## src/rtl/pc_sequencer_pkg.sv

```systemverilog
// Shared CPU definitions for the fetch-stage PC sequencer: address width and
// the legacy state encoding.
package pc_sequencer_pkg;

    localparam int unsigned ADDR_W = 16;

    typedef logic [ADDR_W-1:0] addr_t;
    typedef logic [1:0]        state_t;

    localparam state_t ST_HALTED = 2'd0;
    localparam state_t ST_RUN    = 2'd1;
    localparam state_t ST_PEND   = 2'd2;
    localparam state_t ST_DRAIN  = 2'd3;

endpackage

```

## src/rtl/pc_sequencer_if.sv

```systemverilog
// Control/status bundle between the pipeline and the PC sequencer; the core
// side drives requests (master), the sequencer answers (slave).
interface pc_sequencer_if;
    import pc_sequencer_pkg::*;

    logic        start;
    addr_t       start_addr;
    logic        br_taken;
    addr_t       br_target;
    logic        halt_req;
    logic        mem_busy;
    logic        hazard_stall;
    logic        pc_ce;
    logic        pc_branch;
    addr_t       pc_target;
    logic        hold_ifid;
    logic        flush_ifid;
    logic        flush_idex;
    logic        halted;
    logic [15:0] stall_count;

    modport master (
        output start, start_addr, br_taken, br_target, halt_req, mem_busy, hazard_stall,
        input  pc_ce, pc_branch, pc_target, hold_ifid, flush_ifid, flush_idex, halted,
               stall_count
    );

    modport slave (
        input  start, start_addr, br_taken, br_target, halt_req, mem_busy, hazard_stall,
        output pc_ce, pc_branch, pc_target, hold_ifid, flush_ifid, flush_idex, halted,
               stall_count
    );

endinterface

```

## src/rtl/pc_sequencer_sat_counter16.sv

```systemverilog
// 16-bit up-counter that sticks at all-ones; cleared only by reset.
module sat_counter16 (
    input  logic        clk,
    input  logic        rst,
    input  logic        en_i,
    output logic [15:0] count_o
);

    logic [15:0] count_q;
    logic [15:0] count_d;

    always_comb begin
        count_d = count_q;
        if (en_i && (count_q != '1)) begin
            count_d = count_q + 16'd1;
        end
    end

    always_ff @(posedge clk or posedge rst) begin
        if (rst) begin
            count_q <= '0;
        end else begin
            count_q <= count_d;
        end
    end

    assign count_o = count_q;

endmodule

```

## src/rtl/pc_sequencer.sv

```systemverilog
// Fetch-stage PC sequencer: arbitrates redirect, memory wait, hazard stall,
// halt and restart, and drives the matching IF/ID and ID/EX flush/hold controls.
module pc_sequencer
    import pc_sequencer_pkg::*;
#(
    parameter int unsigned DRAIN_CYCLES = 3
) (
    input logic              clk,
    input logic              rst,
    pc_sequencer_if.slave    bus
);

    state_t     state_q, state_d;
    addr_t      pend_q,  pend_d;
    addr_t      tgt_q,   tgt_d;
    logic [3:0] drain_q, drain_d;

    logic ce, br, hold, fl_ifid, fl_idex;

    // pc_target follows the load value in a branch cycle and otherwise
    // repeats the last loaded target, so tgt_d doubles as the output.
    always_comb begin
        state_d = state_q;
        pend_d  = pend_q;
        tgt_d   = tgt_q;
        drain_d = drain_q;
        ce      = 1'b0;
        br      = 1'b0;
        hold    = 1'b0;
        fl_ifid = 1'b0;
        fl_idex = 1'b0;
        case (state_q)
            ST_HALTED: begin
                hold = 1'b1;
                if (bus.start && !rst) begin
                    br      = 1'b1;
                    tgt_d   = bus.start_addr;
                    fl_ifid = 1'b1;
                    fl_idex = 1'b1;
                    state_d = ST_RUN;
                end
            end
            ST_RUN: begin
                if (bus.halt_req) begin
                    fl_ifid = 1'b1;
                    fl_idex = 1'b1;
                    drain_d = 4'(DRAIN_CYCLES);
                    state_d = ST_DRAIN;
                end else if (bus.br_taken && !bus.mem_busy) begin
                    br      = 1'b1;
                    tgt_d   = bus.br_target;
                    fl_ifid = 1'b1;
                    fl_idex = 1'b1;
                end else if (bus.br_taken) begin
                    pend_d  = bus.br_target;
                    hold    = 1'b1;
                    fl_idex = 1'b1;
                    state_d = ST_PEND;
                end else if (bus.mem_busy) begin
                    hold = 1'b1;
                end else if (bus.hazard_stall) begin
                    hold    = 1'b1;
                    fl_idex = 1'b1;
                end else begin
                    ce = 1'b1;
                end
            end
            ST_PEND: begin
                if (bus.halt_req) begin
                    fl_ifid = 1'b1;
                    fl_idex = 1'b1;
                    pend_d  = '0;
                    drain_d = 4'(DRAIN_CYCLES);
                    state_d = ST_DRAIN;
                end else if (!bus.mem_busy) begin
                    br      = 1'b1;
                    tgt_d   = pend_q;
                    fl_ifid = 1'b1;
                    fl_idex = 1'b1;
                    state_d = ST_RUN;
                end else begin
                    hold = 1'b1;
                end
            end
            ST_DRAIN: begin
                fl_ifid = 1'b1;
                drain_d = drain_q - 4'd1;
                if (drain_q <= 4'd1) begin
                    state_d = ST_HALTED;
                end
            end
            default: state_d = ST_HALTED;
        endcase
    end

    always_ff @(posedge clk or posedge rst) begin
        if (rst) begin
            state_q <= ST_HALTED;
            pend_q  <= '0;
            tgt_q   <= '0;
            drain_q <= '0;
        end else begin
            state_q <= state_d;
            pend_q  <= pend_d;
            tgt_q   <= tgt_d;
            drain_q <= drain_d;
        end
    end

    logic stall_en;
    assign stall_en = ((state_q == ST_RUN) || (state_q == ST_PEND)) && !ce && !br;

    sat_counter16 u_stall_cnt (
        .clk     (clk),
        .rst     (rst),
        .en_i    (stall_en),
        .count_o (bus.stall_count)
    );

    assign bus.pc_ce      = ce;
    assign bus.pc_branch  = br;
    assign bus.pc_target  = tgt_d;
    assign bus.hold_ifid  = hold;
    assign bus.flush_ifid = fl_ifid;
    assign bus.flush_idex = fl_idex;
    assign bus.halted     = (state_q == ST_HALTED);

endmodule

```

## src/flat_wrapper.sv

```systemverilog
// flat-port wrapper written by rule: the top's interface ports become plain ports
module pc_sequencer_flat import pc_sequencer_pkg::*;
#(
    parameter int unsigned DRAIN_CYCLES = 3
)
  (clk, rst, bus_start, bus_start_addr, bus_br_taken, bus_br_target, bus_halt_req, bus_mem_busy, bus_hazard_stall, bus_pc_ce, bus_pc_branch, bus_pc_target, bus_hold_ifid, bus_flush_ifid, bus_flush_idex, bus_halted, bus_stall_count);
  pc_sequencer_if bus_i ();
  input logic clk;
  input logic rst;
  input wire logic [$bits(bus_i.start)-1:0] bus_start;
  input wire logic [$bits(bus_i.start_addr)-1:0] bus_start_addr;
  input wire logic [$bits(bus_i.br_taken)-1:0] bus_br_taken;
  input wire logic [$bits(bus_i.br_target)-1:0] bus_br_target;
  input wire logic [$bits(bus_i.halt_req)-1:0] bus_halt_req;
  input wire logic [$bits(bus_i.mem_busy)-1:0] bus_mem_busy;
  input wire logic [$bits(bus_i.hazard_stall)-1:0] bus_hazard_stall;
  output wire logic [$bits(bus_i.pc_ce)-1:0] bus_pc_ce;
  output wire logic [$bits(bus_i.pc_branch)-1:0] bus_pc_branch;
  output wire logic [$bits(bus_i.pc_target)-1:0] bus_pc_target;
  output wire logic [$bits(bus_i.hold_ifid)-1:0] bus_hold_ifid;
  output wire logic [$bits(bus_i.flush_ifid)-1:0] bus_flush_ifid;
  output wire logic [$bits(bus_i.flush_idex)-1:0] bus_flush_idex;
  output wire logic [$bits(bus_i.halted)-1:0] bus_halted;
  output wire logic [$bits(bus_i.stall_count)-1:0] bus_stall_count;
  assign bus_i.start = bus_start;
  assign bus_i.start_addr = bus_start_addr;
  assign bus_i.br_taken = bus_br_taken;
  assign bus_i.br_target = bus_br_target;
  assign bus_i.halt_req = bus_halt_req;
  assign bus_i.mem_busy = bus_mem_busy;
  assign bus_i.hazard_stall = bus_hazard_stall;
  assign bus_pc_ce = bus_i.pc_ce;
  assign bus_pc_branch = bus_i.pc_branch;
  assign bus_pc_target = bus_i.pc_target;
  assign bus_hold_ifid = bus_i.hold_ifid;
  assign bus_flush_ifid = bus_i.flush_ifid;
  assign bus_flush_idex = bus_i.flush_idex;
  assign bus_halted = bus_i.halted;
  assign bus_stall_count = bus_i.stall_count;
  pc_sequencer #(.DRAIN_CYCLES(DRAIN_CYCLES)) u_core (.clk(clk), .rst(rst), .bus(bus_i));
endmodule
```

## config.mk

```make
export PLATFORM = sky130hd
export DESIGN_NAME = pc_sequencer_flat
export DESIGN_NICKNAME = d
export VERILOG_FILES = /design/src/rtl/pc_sequencer_pkg.sv /design/src/rtl/pc_sequencer_if.sv /design/src/rtl/pc_sequencer_sat_counter16.sv /design/src/rtl/pc_sequencer.sv /design/src/flat_wrapper.sv
export SDC_FILE = /design/constraint.sdc
export NUM_CORES = 1
export LEC_CHECK = 0
export CELL_PAD_IN_SITES_DETAIL_PLACEMENT = 1
export CELL_PAD_IN_SITES_GLOBAL_PLACEMENT = 1
export CORE_MARGIN = 3
export CORE_UTILIZATION = 38
export CTS_BUF_LIST = sky130_fd_sc_hd__clkbuf_8
export CTS_CLUSTER_DIAMETER = 40
export DETAILED_ROUTE_END_ITERATION = 7
export PLACE_DENSITY = 0.8
export SETUP_SLACK_MARGIN = 0.1
export SLEW_MARGIN = 20
export SYNTH_ARGS = -nofsm -noshare
export SYNTH_HDL_FRONTEND = slang
export SYNTH_SLANG_ARGS = --single-unit
```

## constraint.sdc

```tcl
create_clock -name clk -period 5.6 [get_ports clk]
set_clock_uncertainty 0.15 [all_clocks]
set_input_delay 1.4 -clock clk [delete_from_list [all_inputs] [get_ports clk]]
set_output_delay 1.4 -clock clk [all_outputs]
set_load 0.05 [all_outputs]
```

After elaboration in Yosys (flattened, before gate mapping)
Index checks and enable logic that the tools add are counted.

operators by class
  muxes and demuxes = 49
  reduce and logical (&&, ||, !) cells = 17
  equal/unequal tests = 14
  add/sub/neg operators = 2
  order comparisons = 1

operators with widths
  kind                                                  number
  2-to-1 mux 16 bit                                     9
  one-hot mux 16 bit (3 select lines)                   1
  one-hot mux 16 bit (2 select lines)                   1
  2-to-1 mux 1 bit                                      24
  adder 16 x 1 -> 16 bit (second input constant)        1
  != test 16 bit (second input constant)                1
  2-to-1 mux 2 bit                                      7
  AND reduction 5 bit                                   2
  != test 3 bit (second input constant)                 3
  one-hot mux 1 bit (3 select lines)                    3
  != test 2 bit (second input constant)                 4
  one-hot mux 2 bit (4 select lines)                    1
  one-hot mux 4 bit (2 select lines)                    1
  != test 2 x 1 -> 1 bit (second input constant)        3
  logical AND 1 bit                                     5
  == test 2 bit (second input constant)                 2
  <= comparator 4 x 1 -> 1 bit (second input constant)  1
  zero test 1 bit                                       4
  2-to-1 mux 4 bit                                      1
  one-hot mux 1 bit (4 select lines)                    1
  nonzero test 2 bit                                    2
  subtractor 4 x 1 -> 4 bit (second input constant)     1
  == test 2 x 1 -> 1 bit (second input constant)        1
  zero test 2 bit                                       1
  other kinds (3)                                       3

storage, ports and cells
  register bits = 54
  logic and storage cells = 88

Longest topological paths before layout
Gate-level depths: netlist (run 1).

  depth after elaboration = 10
  gate-level depth with buffers = 8
  depth with buffers taken out = 7

Modules after synthesis
A second synthesis (run 1) with hierarchy kept.

second synthesis, totals
  cells, all modules = 273
  area total of the unflattened synthesis = 2891.5 um2

modules (own cells, without submodules)
  module         times used  cells each  area an instance (um2)
  pc_sequencer   1           202         2085.8
  sat_counter16  1           71          805.8

Worst setup path before layout (run 1)
OpenSTA, ideal clock, no wires.

  kind = input to output
  start point = input rst
  end point = output bus_pc_target[14]
  path slack = -0.549 ns
  data arrival time = 4.599 ns
  stages = 6
  path through = inv_1 > and3_1 > clkbuf_1 > clkbuf_1 > a22oi_1 > o21ai_0

between the ends
  longest elaborated chain between the ends = 4

RTL lines
  element                              RTL line            text
  start, declared                      flat_wrapper.sv:9   input logic rst;
  zero test 1 bit (no line)            n/a
  logical AND 1 bit                    pc_sequencer.sv:35  if (bus.start && !rst) begin
  2-to-1 mux 16 bit                    pc_sequencer.sv:35
  one-hot mux 16 bit (3 select lines)  pc_sequencer.sv:32  case (state_q)
  end, declared                        flat_wrapper.sv:19  output wire logic [$bits(bus_i.pc_target)-1:0] bus_pc_target;

Every way passes these cells.

Worst setup path in the final report (run 1)
  start point = input bus_halt_req
  end point = output bus_pc_target[2]

between the ends
  longest elaborated chain between the ends = 2

RTL lines
  element                                  RTL line                                text
  start, declared                          flat_wrapper.sv:14                      input wire logic [$bits(bus_i.halt_req)-1:0] bus_halt_req;
  2-to-1 mux 16 bit (on tied branches)     pc_sequencer.sv:69, pc_sequencer.sv:44
  one-hot mux 16 bit (3 select lines) (*)  pc_sequencer.sv:32

Every way passes the cells marked *; elsewhere a longest branch is shown, timed or not.

==> metrics.txt, run 1 <==
result of the run=complete, no violations; highest fanout seen on the critical path=17; global-route wire length before repair=14.8 mm; busiest layer in global routing=met2; hold buffer count at cts=0; worst setup slack before clock tree synthesis=about 0.28 ns; final design utilization=55.5%; CTS H-tree lvls=2; Total Nets Final=430; startpoint of the most critical register-to-register path=u_core.state_q[0]; number of DRC violations after detailed routing=0; Cell Pwr Density=550 nW/µm²; number of iterations in the first detailed-routing pass=4; final wirelength=9.18 mm; placed cell count=roughly 480; cell at the root of the clock tree=clkbuf_8; clock sink count=54; Clk pin slew, worst setup/hold paths=0.10 ns; fraction of layout cells with a size suffix above 1=12.2%; required time worst endpoint=approximately 4.1 ns; pin count of the biggest net entering global routing=between 40 and 50; core area=7490 µm²; register-to-register setup slack=roughly 2.8 ns; maximum clock frequency=0.189 GHz; met3 track demand over resource in global routing=3.24%; depth of the worst register-to-register path=6; shortest clock period the worst path allows after layout=5.30 ns; hold path startpoint=u_core.u_stall_cnt.count_o[4]; routing usage on met2=35.6%; HPWL after detailed placement=6.43 mm; count of nets left with antenna violations after detail routing=0; Non-Filler Cell Area, Final=4150 µm²; pin slew with the least headroom to its limit=0.979 ns; vias per inst=5.81; via count of the first global-routing pass=just over 3k; Pleak=1.76 nW; later-pin clock latency in the skew report=approximately 0.31 ns; count of antenna diodes in the layout=0; floorplan die width=between 90 and 100 µm; async set-or-reset flop fraction in the synthesized netlist=100%; Primary FF master, synth=dfrtp_1; Chip Height=95.4 µm; leading cell types by count after synthesis=dfrtp_1 (54), nand2_1 (52), a22oi_1 (32); final number of setup-violating endpoints=0; Tot Pwr=2.29 mW; portion of the post-synthesis area used by sequential elements=44.5%; Critical Path Start Type=input pin; placed instance area=4010 µm²; max cap viols=0; Final Worst Setup Slack=0.297 ns; WP data arrival=3.75 ns; worst hold path cell count=1; class of the tightest hold or removal check=flip-flop to flip-flop; final sum of negative setup slack=0 ns; Worst R2R End=u_core.pend_q[4]; number of cell rows=31; Setup Crit Path Kind=input pin to output port; number of synthesized register bits=54; maximum clock path buffer count=2; Yosys top cell by area=dfrtp_1; total of warnings raised by yosys=0; number of hold violations in the final report=0; total number of vias=2811; Mapped Cells=317; initial cell density of the core=just over 40%; tightest hold margin=roughly 0.35 ns; Peak VDD IR=345 µV; count of instances resized after the clock tree is built=0; mean routed wirelength per cell=19.0 µm; post-CTS setup repair buffer count=0; IO Count=77; Iter 0 DRT Violations=111; number of antenna violations at the first check in global routing=0; global-route met1 utilization=27.4%; GRT Residual Overflow=0; portion of synthesized cell area occupied by the leading cell type=44.5%; top cells by area, synth=dfrtp_1 (45%), a22oi_1 (7.9%), nand2_1 (6.4%); Final Wtd Congestion=0.781; Final Cycle Share=94.7%; final non-filler cell total=484; RSZ-0062 raised after global routing=false; number of unique standard cell types used by synthesis=48; Total Die Area=9090 µm²; terminating pin of the worst hold path=u_core.u_stall_cnt.count_o[4]; crit end category=output port; total track usage=20.9%; relative area change from synthesis to final layout=36.9%; Buffers on Ports=76; average cell area after synthesis=~9.6 µm²; clock buffer count from CTS=5; clock tree from TritonCTS=built; count of final max-slew check failures=0; Worst slew margin=34.7%; synthesized net count=363; cell with the most instances after synthesis=dfrtp_1; post-synthesis instance area=3030 µm²; number of synthesized flops with an enable pin=0
-- worst max-delay path, cell delays in order --
cell and delay [ns]:
clkdlybuf4s50_1 0.64, or2_2 0.57, nor2_4 0.42, a22oi_1 0.11, o21ai_0 0.41, buf_12 0.20
-- report_power, final --
part / total [mW] / internal, mW / leakage, nW / switching, mW
Combinational: 1.35 / 0.528 / 0.972 / 0.818
Clock: 0.326 / 0.191 / 0.0714 / 0.136
Sequential: 0.614 / 0.512 / 0.715 / 0.102
-- final cells by class --
class | instances | area (µm²)
fillers | 819 | 3330
multi-input cells | 235 | 1550
flip-flops and latches | 54 | 1350
repair buffers | 80 | 948
well taps | 99 | 124
clock buffers | 6 | 82.6
clock inverters | 2 | 60.1
inverters | 8 | 33.8
-- worst max path at each step --
stage	startpoint	endpoint	slack [ns]	depth (start not counted)
after global placement	bus_halt_req	bus_pc_target[0]	0.37	6
after global routing	rst	bus_pc_target[15]	0.13	7
after detailed placement	bus_halt_req	bus_pc_target[2]	0.28	6
after floorplan	rst	bus_pc_target[0]	0.37	5
after CTS	bus_halt_req	bus_pc_target[4]	0.27	6
final	bus_halt_req	bus_pc_target[2]	0.30	6
-- metal layers --
layer / vias up / wire length [µm]
li1: 1288 / -
met1: 1446 / 3990
met2: 68 / 4720
met3: 9 / 359
met4: 0 / 113
met5: - / 0
-- state kept, by name (all words and copies together), names as in the netlist --
signal                      flops
u_core.tgt_q                   16
u_core.pend_q                  16
u_core.state_q                  2
u_core.u_stall_cnt.count_o     16
u_core.drain_q                  4
-- cell families (layout without fill, tap and decap cells) --
group / count (synthesis) / count (layout) / share of synthesized area, %
compound gates: 87 / 87 / 20.8
simple gates: 125 / 125 / 22.5
buf+inv: 28 / 96 / 4.33
flops: 54 / 54 / 44.5
xor+xnor: 13 / 13 / 3.75
fa+ha+maj: 7 / 7 / 2.89
mux: 3 / 3 / 1.24
-- layout by cell type (no fill, tap or decap), types with 9 or more instances in the layout --
master and count:
a22o_1 17, dfrtp_1 54, a22oi_1 32, clkdlybuf4s50_1 59
buf_12 16, nand3b_1 18, nand3_1 9, o21ai_1 10
nor2_1 13, nand2_1 52, o21ai_0 12
No activity file was read; power rests on OpenSTA's default activity.
==> run 2: changes to the inputs <==
- CELL_PAD_IN_SITES_DETAIL_PLACEMENT: 1 -> not set
- CELL_PAD_IN_SITES_GLOBAL_PLACEMENT: 1 -> not set
- CORE_UTILIZATION: 38 -> 51
- PLACE_DENSITY: 0.8 -> 0.81
==> run 2 against run 1 <==
Net effect: cell area fell by 2.1%; register-to-register slack got worse by 0.18 ns; clock-buffer cell count did not move; total power fell by 6.0%; core utilization rose by 17 points; sequential power fell by 1%; die area fell by 24%; final cell count fell by 5.8%; first-iteration DRC count rose to 3.0 times the previous value; combinational power barely moved; highest routed layer unchanged.
==> metrics.txt, run 2 (synthesis gave the netlist of run 1 again) <==
clock tree from TritonCTS=built; mean routed wirelength per cell=16.8 µm (-11%); highest fanout seen on the critical path=17 (unchanged); relative area change from synthesis to final layout=34.0%; worst hold path cell count=1 (unchanged); part of the total power dissipated in combinational logic=61.3% (+2.4 points); terminating pin of the worst hold path=u_core.u_stall_cnt.count_o[4]; Buffers on Ports=76 (unchanged); internal power=1.14 mW (-7.7%); max cap viols=0 (unchanged); startpoint of the most critical register-to-register path=u_core.state_q[0]; global-route met1 utilization=30.2% (+2.8 points); final non-filler cell total=456 (-5.8%); clock buffer count from CTS=5 (unchanged); later-pin clock latency in the skew report=0.31 ns (about the same); Iter 0 DRT Violations=328 (+200%); WP data arrival=3.74 ns (about the same); hold buffer count at cts=0 (unchanged); Worst slew margin=26.7% (-8.0 points); vias per inst=5.96 (+2.7%); fraction of layout cells with a size suffix above 1=11.5% (-0.75 points); Cell Pwr Density=529 nW/µm² (-3.9%); number of hold violations in the final report=0 (unchanged); clock network power share=10.5% (-3.8 points); HPWL after detailed placement=5.35 mm (-17%); final design utilization=72.1% (+17 points); share of total power consumed by net switching=47.1% (+0.97 points); post-CTS setup repair buffer count=0 (unchanged); Largest stage delay, worst path=0.62 ns (-0.02 ns); commonest non-fill, non-tap cell in the layout=clkdlybuf4s50_1; global-route wire length before repair=12.9 mm (-13%); hold path startpoint=u_core.u_stall_cnt.count_o[4]; placed cell count=448 (-5.9%); via count of the first global-routing pass=2683 (-12%); total number of vias=2720 (-3.2%); final number of setup-violating endpoints=0 (unchanged); busiest layer in global routing=met2; shortest clock period the worst path allows after layout=5.29 ns (-0.0133 ns); core area=5640 µm² (-25%); Final Cycle Share=94.5% (-0.24 points); pin slew with the least headroom to its limit=1.10 ns (+0.116 ns); total track usage=22.4% (+1.6 points); tightest hold margin=0.350 ns (-0.00455 ns); crit end category=output port; initial cell density of the core=53.8% (+13 points); power share of the sequential group=28.2% (+1.3 points); final wirelength=7.66 mm (-17%); commonest cells after routing, fill and taps aside=clkdlybuf4s50_1 (59), dfrtp_1 (54), nand2_1 (52), a22oi_1 (32), nand3b_1 (18); depth of the worst register-to-register path=5 (-1); final sum of negative setup slack=0 ns (unchanged); cell at the root of the clock tree=clkbuf_8; Filler Cell Count=422 (-48%); cell chain of the critical path=clkdlybuf4s50_1 -> or2_2 -> nor2_4 -> a22oi_1 -> o21ai_0 -> buf_12; critical path's top delay family=simple AND/OR/NAND/NOR gates; cell with the biggest individual delay on the critical path=clkdlybuf4s50_1; count of instances resized after the clock tree is built=0 (unchanged); Chip Height=83.1 µm (-13%); Setup Crit Path Kind=input pin to output port; count of antenna diodes in the layout=0 (unchanged); result of the run=complete, no violations; RSZ-0062 raised after global routing=false; met3 track demand over resource in global routing=3.37% (+0.14 points); Crit path buffers/inverters=2 (unchanged); count of nets left with antenna violations after detail routing=0 (unchanged); Total Nets Final=429 (-0.23%); Clk pin slew, worst setup/hold paths=0.09 ns (about the same); class of the tightest hold or removal check=flip-flop to flip-flop; IO Count=77 (unchanged); maximum clock path buffer count=2 (unchanged); count of final max-slew check failures=0 (unchanged); Peak VDD IR=593 µV (+72%); switching pwr=1.01 mW (-4.0%); register-to-register setup slack=2.59 ns (-0.18 ns); Pleak=1.73 nW (-1.3%); Total Die Area=6910 µm² (-24%); routing usage on met2=37.3% (+1.7 points); maximum clock frequency=0.189 GHz (+0.25%); Critical Path Start Type=input pin; number of iterations in the first detailed-routing pass=5 (+1); CTS H-tree lvls=2 (unchanged); number of DRC violations after detailed routing=0 (unchanged); clock sink count=54 (unchanged); Final Wtd Congestion=0.828 (+5.9%); Worst R2R End=u_core.pend_q[14]; pin count of the biggest net entering global routing=55 (+20%); number of cell rows=27 (-13%); GRT Residual Overflow=0 (unchanged); floorplan die width=83.1 µm (-13%); number of antenna violations at the first check in global routing=0 (unchanged); required time worst endpoint=4.05 ns (about the same)
[run 2: worst register-to-register path, stage by stage (launching register included)]
cell     delay, ns
dfrtp_1       0.46
inv_1         0.11
ha_1          0.79
nor3_4        0.26
nor2_1        0.91
a22o_1        0.27
[run 2: worst max path at each step]
stage          cells after the start                end  slack (ns)    startpoint
3_5_place_dp                       6   bus_pc_target[3]        0.30  bus_halt_req
5_1_grt                            6  bus_pc_target[15]        0.16  bus_halt_req
6_report                           6  bus_pc_target[15]        0.31  bus_halt_req
4_1_cts                            6   bus_pc_target[3]        0.30  bus_halt_req
2_1_floorplan                      5   bus_pc_target[0]        0.37           rst
3_3_place_gp                       6   bus_pc_target[0]        0.42  bus_halt_req
[run 2: power by group through the flow]
stage               combinational, mW  clock, mW  sequential (mW)
floorplan                       0.795          0            0.670
global placement                 1.29          0            0.605
detailed placement               1.32          0            0.612
CTS                              1.32      0.226            0.605
global route                     1.41      0.242            0.622
finish                           1.32      0.225            0.607
[run 2: layout make-up]
type | instances | area [µm²] | area share, %
multi-input cells | 235 | 1560 | 38.3
flip-flops and latches | 54 | 1350 | 33.2
repair buffers | 79 | 941 | 23.1
well taps | 72 | 90.1 | 2.22
clock buffers | 6 | 82.6 | 2.03
inverters | 8 | 33.8 | 0.831
clock inverters | 2 | 8.76 | 0.215
[run 2: metal layers]
layer / up-vias / wire length (µm)
li1: 1290 / -
met1: 1340 / 3380
met2: 82 / 3860
met3: 8 / 323
met4: 0 / 96
met5: - / 0
[run 2: per-stage QoR]
stage	instance area, µm²	worst slack, ns	power [mW]
finish	4070	0.310	2.15
global route	4070	0.160	2.27
CTS	4060	0.298	2.16
detailed placement	3970	0.302	1.93
global placement	3970	0.423	1.89
floorplan	3040	0.366	1.47
